<file path="src/rtl/regfile_wb_arbiter.sv">
// Writeback arbiter and RAW scoreboard in front of the 32x32 regfile write port.
// Define WB_DBG_PORT_EN to let the debug module arbitrate with top priority.
module regfile_wb_arbiter #(
  parameter int XLEN = 32,
  parameter int AW   = 5
) (
  input  logic            clk,
  input  logic            rst_n,
  input  logic            alu_valid,
  input  logic [AW-1:0]   alu_rd,
  input  logic [XLEN-1:0] alu_data,
  output logic            alu_ready,
  input  logic            lsu_valid,
  input  logic [AW-1:0]   lsu_rd,
  input  logic [XLEN-1:0] lsu_data,
  output logic            lsu_ready,
  input  logic            dbg_valid,
  input  logic [AW-1:0]   dbg_rd,
  input  logic [XLEN-1:0] dbg_data,
  output logic            dbg_ready,
  input  logic            iss_valid,
  input  logic [AW-1:0]   iss_rd,
  output logic            rf_we,
  output logic [AW-1:0]   rf_rd,
  output logic [XLEN-1:0] rf_wdata,
  output logic [31:0]     busy
);

  typedef enum logic {
    PREF_ALU = 1'b0,
    PREF_LSU = 1'b1
  } rr_t;

  rr_t             rr, rr_next;
  logic            dbg_grant, alu_grant, lsu_grant, accept;
  logic [AW-1:0]   sel_rd;
  logic [XLEN-1:0] sel_data;
  logic [31:0]     busy_q, busy_next;

`ifdef WB_DBG_PORT_EN
  assign dbg_grant = dbg_valid;
`else
  logic unused_dbg;
  assign unused_dbg = ^{dbg_valid, dbg_rd, dbg_data};
  assign dbg_grant  = 1'b0;
`endif

  // ALU/LSU round-robin only matters when both request; debug pre-empts both.
  always_comb begin
    alu_grant = 1'b0;
    lsu_grant = 1'b0;
    sel_rd    = '0;
    sel_data  = '0;
    rr_next   = rr;
    if (!dbg_grant) begin
      if (alu_valid && (!lsu_valid || rr == PREF_ALU)) begin
        alu_grant = 1'b1;
      end else if (lsu_valid) begin
        lsu_grant = 1'b1;
      end
    end
    if (alu_grant) begin
      sel_rd   = alu_rd;
      sel_data = alu_data;
      rr_next  = PREF_LSU;
    end else if (lsu_grant) begin
      sel_rd   = lsu_rd;
      sel_data = lsu_data;
      rr_next  = PREF_ALU;
    end
`ifdef WB_DBG_PORT_EN
    if (dbg_grant) begin
      sel_rd   = dbg_rd;
      sel_data = dbg_data;
    end
`endif
  end

  assign accept    = dbg_grant | alu_grant | lsu_grant;
  assign alu_ready = alu_grant;
  assign lsu_ready = lsu_grant;
  assign dbg_ready = dbg_grant;

  always_ff @(posedge clk or negedge rst_n) begin
    if (!rst_n) begin
      rr <= PREF_ALU;
    end else begin
      rr <= rr_next;
    end
  end

  always_ff @(posedge clk or negedge rst_n) begin
    if (!rst_n) begin
      rf_we    <= 1'b0;
      rf_rd    <= '0;
      rf_wdata <= '0;
    end else begin
      rf_we <= accept && (sel_rd != '0);
      if (accept && (sel_rd != '0)) begin
        rf_rd    <= sel_rd;
        rf_wdata <= sel_data;
      end
    end
  end

  // Set is applied after clear so a fresh issue outlives the retiring write.
  always_comb begin
    busy_next = busy_q;
    if (rf_we) begin
      busy_next[rf_rd] = 1'b0;
    end
    if (iss_valid) begin
      busy_next[iss_rd] = 1'b1;
    end
    busy_next[0] = 1'b0;
  end

  always_ff @(posedge clk or negedge rst_n) begin
    if (!rst_n) begin
      busy_q <= '0;
    end else begin
      busy_q <= busy_next;
    end
  end

  assign busy = busy_q;

endmodule

</file>
<file path="config.mk">
export PLATFORM = sky130hd
export DESIGN_NAME = regfile_wb_arbiter
export DESIGN_NICKNAME = d
export VERILOG_FILES = /design/src/rtl/regfile_wb_arbiter.sv
export SDC_FILE = /design/constraint.sdc
export NUM_CORES = 1
export LEC_CHECK = 0
export ABC_CLOCK_PERIOD_IN_PS = 3000
export BUFFER_PORTS_ARGS = -buffer_cell sky130_fd_sc_hd__buf_2
export CAP_MARGIN = 10
export CORE_ASPECT_RATIO = 0.9
export CORE_MARGIN = 4
export CORE_UTILIZATION = 45
export DETAILED_ROUTE_END_ITERATION = 8
export PLACE_DENSITY = 0.92
export SLEW_MARGIN = 5
export SYNTH_ARGS = -nofsm -noshare
export SYNTH_HDL_FRONTEND = slang
export SYNTH_SLANG_ARGS = --single-unit
</file>
<file path="constraint.sdc">
create_clock -name clk -period 3 [get_ports clk]
set_clock_uncertainty 0.15 [all_clocks]
set_input_delay 0.3 -clock clk [delete_from_list [all_inputs] [get_ports clk]]
set_output_delay 0.3 -clock clk [all_outputs]
set_load 0.005 [all_outputs]
</file>
; Word-level counts from Yosys, hierarchy flattened
; Index checks and enable logic that the tools add are counted.
[word_totals]
reg_bits = 70
latchBits = 0
ram_bits = 0
romBits = 0
in_bits = 122
output_inout_bits = 73
word_cells = 37
mem_count = 0
[classes]
add_sub_neg = 0
mul = 0
div_mod_pow = 0
order_cmp = 4
n_eq_ne = 0
shift = 0
n_mux = 15
n_bitwise = 5
reduce_logical = 8
[op_table]
columns = op, count
row1 = $mux 32, 4
row2 = $and 32x32->32, 1
row3 = $not 32->32, 1
row4 = $or 32x32->32, 1
row5 = $lt 5x6->1 const B, 2
row6 = $demux 1 s5, 2
row7 = $ge 5x1->1 const B, 2
row8 = $mux 5, 2
row9 = $mux 1, 7
row10 = $reduce_bool 5->1, 1
row11 = $logic_and 1x1->1, 4
row12 = $reduce_bool 2->1, 1
row13 = $logic_not 1->1, 1
row14 = $logic_or 1x1->1, 1
row15 = $not 1->1, 1
row16 = $or 1x1->1, 1

; Logic depth before layout (Yosys ltp)
[logic_depth]
depth_word = 9
depth_mapped = 7
mapped_depth_nobuf = 4

; Least setup slack after synthesis
; No wires, ideal clock.
[synth_timing]
path_type = register -> register
startpoint = register rr
endpoint = register rf_wdata[17]
setup_ns = 0.125
arrival_ns = 1.541
required_time_ns = 2.725
path_slack_ns = 1.184
stages_incl_launch_ff = 7
n_path_buf = 2
synth_period_minus_slack_ns = 1.816
path_cell_list = dfrtp_1 > nand2b_1 > a32oi_1 > nand4_1 > buf_4 > buf_6 > mux2_4
[synth_between]
elab_chain_cells = 8
elab_cells_between_ends = 12
classes_between = 6 x mux / 2 x bitwise / 4 x reduce/logical
[synth_rtl]
columns = element, line
row1 = from (decl), 34  ; rr_t rr, rr_next;
row2 = from (signal assigned), 88  ; rr <= rr_next;
row3 = $not 1->1 (*), 56  ; if (alu_valid && (!lsu_valid || rr == PREF_ALU)) begin
row4 = $logic_or 1x1->1 (*), 56
row5 = $logic_and 1x1->1 (*), 56
row6 = $mux 1, 56
row7 = $mux 5, 66  ; end else if (lsu_grant) begin
row8 = $mux 5, 62  ; if (alu_grant) begin
row9 = $reduce_bool 5->1, 99  ; if (accept && (sel_rd != '0)) begin
row10 = $logic_and 1x1->1, 99
row11 = to (signal assigned), 101  ; rf_wdata <= sel_data;
row12 = to (decl), 25  ; output logic [XLEN-1:0] rf_wdata,
; Mark *: on every way between the ends. The rest lies on a longest branch, timed or not.
; A chain may end at the register's enable or synchronous reset.

; Worst setup path after layout
[layout_timing]
startpoint = register rr
endpoint = register rf_wdata[7]
; Same word-level chain as after synthesis.

==> run metrics <==
outcome finished clean; setup TNS 0 ns; detailed-route via count 2,872; vias per std cell 5.60; clock sink count 70; Yosys reg bits 70; area of the multi-input gates 1290 um2; Int Pwr between 1.5 and 2 mW; # nets final 541; antenna fix cells 0; FFs w/ async S/R, synth 1.00; most common cell in the netlist dfrtp_1; fin crit period 2.19 ns; post-synthesis sequential area ratio 0.558; Placed Instance Area roughly 4000 um2; total CTS buffers 9; post-CTS setup buffers 0; root buf cell clkbuf_8; fin worst setup slack 0.808 ns; Synthesis Warnings 0; 1st-iter DRT viols between 150 and 200; Leak 2.09 nW; Clk Latency, worst-skew pair between 0.3 and 0.4 ns; startpoint types flip-flop; Logic pwr share 0.297; die width 96.1 um; global-route wire length before repair 13.9 mm; PD cells 695 nW/um2; Critical Path AT 2.25 ns; Primary FF master, synth dfrtp_1; Synth top cells by count dfrtp_1, o21ai_0, a22o_1, mux2_2, mux2_4; std cell rows 28; IO Count about 200; DRT antenna net count 0; Max Cap Viol 0; H-tree Lvls 3; Reg area between 1500 and 2000 um2; Rel. slew slack 0.448; vias in the first global route 2,814; Design Area, Final 4170 um2; Hold Crit Class in2reg; syn_area_per_cell between 10 and 15 um2; number of synthesized flops with an enable pin 0; GPL Wtd Cong 0.887; Area Overhead vs Synth 32.8%; initial antenna violation count 0; WS Path Type reg2reg; largest area contributor in the netlist dfrtp_1; routed wire length per instance 17.8 um; Worst Max-Slew Pin Slew between 0.8 and 0.9 ns; crit path capture type flip-flop; drt first pass iters 5; total die area 8380 um2; Initial Utilization 0.470; max-slew violation count 0; CP Max Fanout 27; total track usage 0.218; clk buf depth 2; Syn Std Cell Area 3140 um2; dpl ws 0.775 ns; Remaining Overflow, GRT 0; DP HPWL 6.83 mm; largest net degree at the start of global routing 37; clock power share 0.224; Cells after Synth about 260; total core area 6690 um2; Sw Pwr between 0.9 and 1 mW; port bufs 154; Area contributors post-synth dfrtp_1, o21ai_0, a22o_1, mux2_4, mux2_2; # DRC 0; Reg clk slew, reported paths about 0.070 ns; sequential share of power 0.479; layout cells sized above 1 0.499; CTS tree yes; top cell type's share of synthesized area 0.558; Fillers 559; Tcrit/Tclk final 0.731; Cell variety after synth 24; # setup viols final 0; maximum vdd ir drop approximately 0.00037 V; RSZ-0062 raised after global routing no; Switching Share 0.318; Die Y 87.3 um; Final Hold Fails 0; Final Power 2.90 mW; drt total wl 9.13 mm; Hold Slack 0.0673 ns; CP Data Required Time 3.06 ns; Max Freq about 460 MHz
-- path summary, 6_finish.rpt --
path	from	endpoint	slack, ns	cells past startpoint
min in group asynchronous	rst_n	busy[9]	0.50	2
worst min register to register	rf_wdata[11]	rf_wdata[11]	0.36	1
worst max-delay path	rr	rf_wdata[7]	0.81	5
worst min-delay path	lsu_rd[1]	rf_rd[1]	0.07	3
max in group asynchronous	rst_n	rf_wdata[7]	1.52	3
worst max register to register	rr	rf_wdata[7]	0.81	5
-- routing by layer --
metal	wire length, um	vias to the layer above	track usage
met4	128	0	0.0685
met2	4800	161	0.384
met3	863	13	0.0631
met5	0	-	0
met1	3330	1402	0.255
li1	-	1296	-
-- cell usage in the layout, fill, tap and decap left out, types with 2 or more instances in the layout --
cell,synthesis,routed
clkbuf_8,0,10
a22oi_1,2,2
mux2_4,14,14
nand3b_1,5,5
conb_1,1,2
clkinv_2,0,3
o21ai_0,68,68
inv_1,6,6
dfrtp_1,70,70
nand3_1,12,12
nand2_1,3,3
or2_2,2,2
buf_2,2,154
a32oi_1,4,4
mux2_2,18,18
a22o_1,32,32
or3b_2,3,3
buf_4,3,4
nor2_1,2,2
-- logic make-up after synthesis --
kind of cell           after synthesis  synth area share
AO/OA/AOI/OAI                      107             0.217
buffers and inverters               20            0.0354
flip-flops                          70             0.558
multiplexers                        32             0.131
other                                1           0.00119
AND/OR/NAND/NOR                     31            0.0574
-- timing repair --
action,4_1_cts,5_1_grt
hold endpoints to repair,34,0
hold buffers,1,0
resized for setup,0,0
-- metrics by stage --
step,instances,util
floorplan,262,-
global placement,497,0.597
detailed placement,497,0.597
CTS,513,0.624
global route,513,0.624
finish,513,0.624
-- state kept, by name (all words and copies together), names as in the netlist --
name      cells
rf_wdata     32
busy         31
rf_rd         5
rf_we         1
rr            1
-- layout make-up --
| type | instances | area share |
|---|---|---|
| Sequential cell | 70 | 0.420 |
| Multi-Input combinational cell | 172 | 0.309 |
| Timing Repair Buffer | 160 | 0.199 |
| Clock buffer | 11 | 0.0339 |
| Tap cell | 90 | 0.0270 |
| Clock inverter | 4 | 0.00570 |
| Inverter | 6 | 0.00540 |
-- power groups by stage --
stage / Sequential (mW) / Clock [mW] / Combinational, mW
after floorplan: 1.40 / 0 / 0.364
after global placement: 1.38 / 0 / 0.824
after detailed placement: 1.39 / 0 / 0.870
after CTS: 1.38 / 0.667 / 0.871
after global routing: 1.42 / 0.713 / 0.960
final: 1.39 / 0.649 / 0.860
-- critical path: stages (launching register included) --
cell and delay (ns):
dfrtp_1 0.42, a21boi_4 0.44, a32oi_1 0.16, nand4_1 0.15, buf_4 0.34, mux2_2 0.39
No activity file was read; power rests on OpenSTA's default activity.
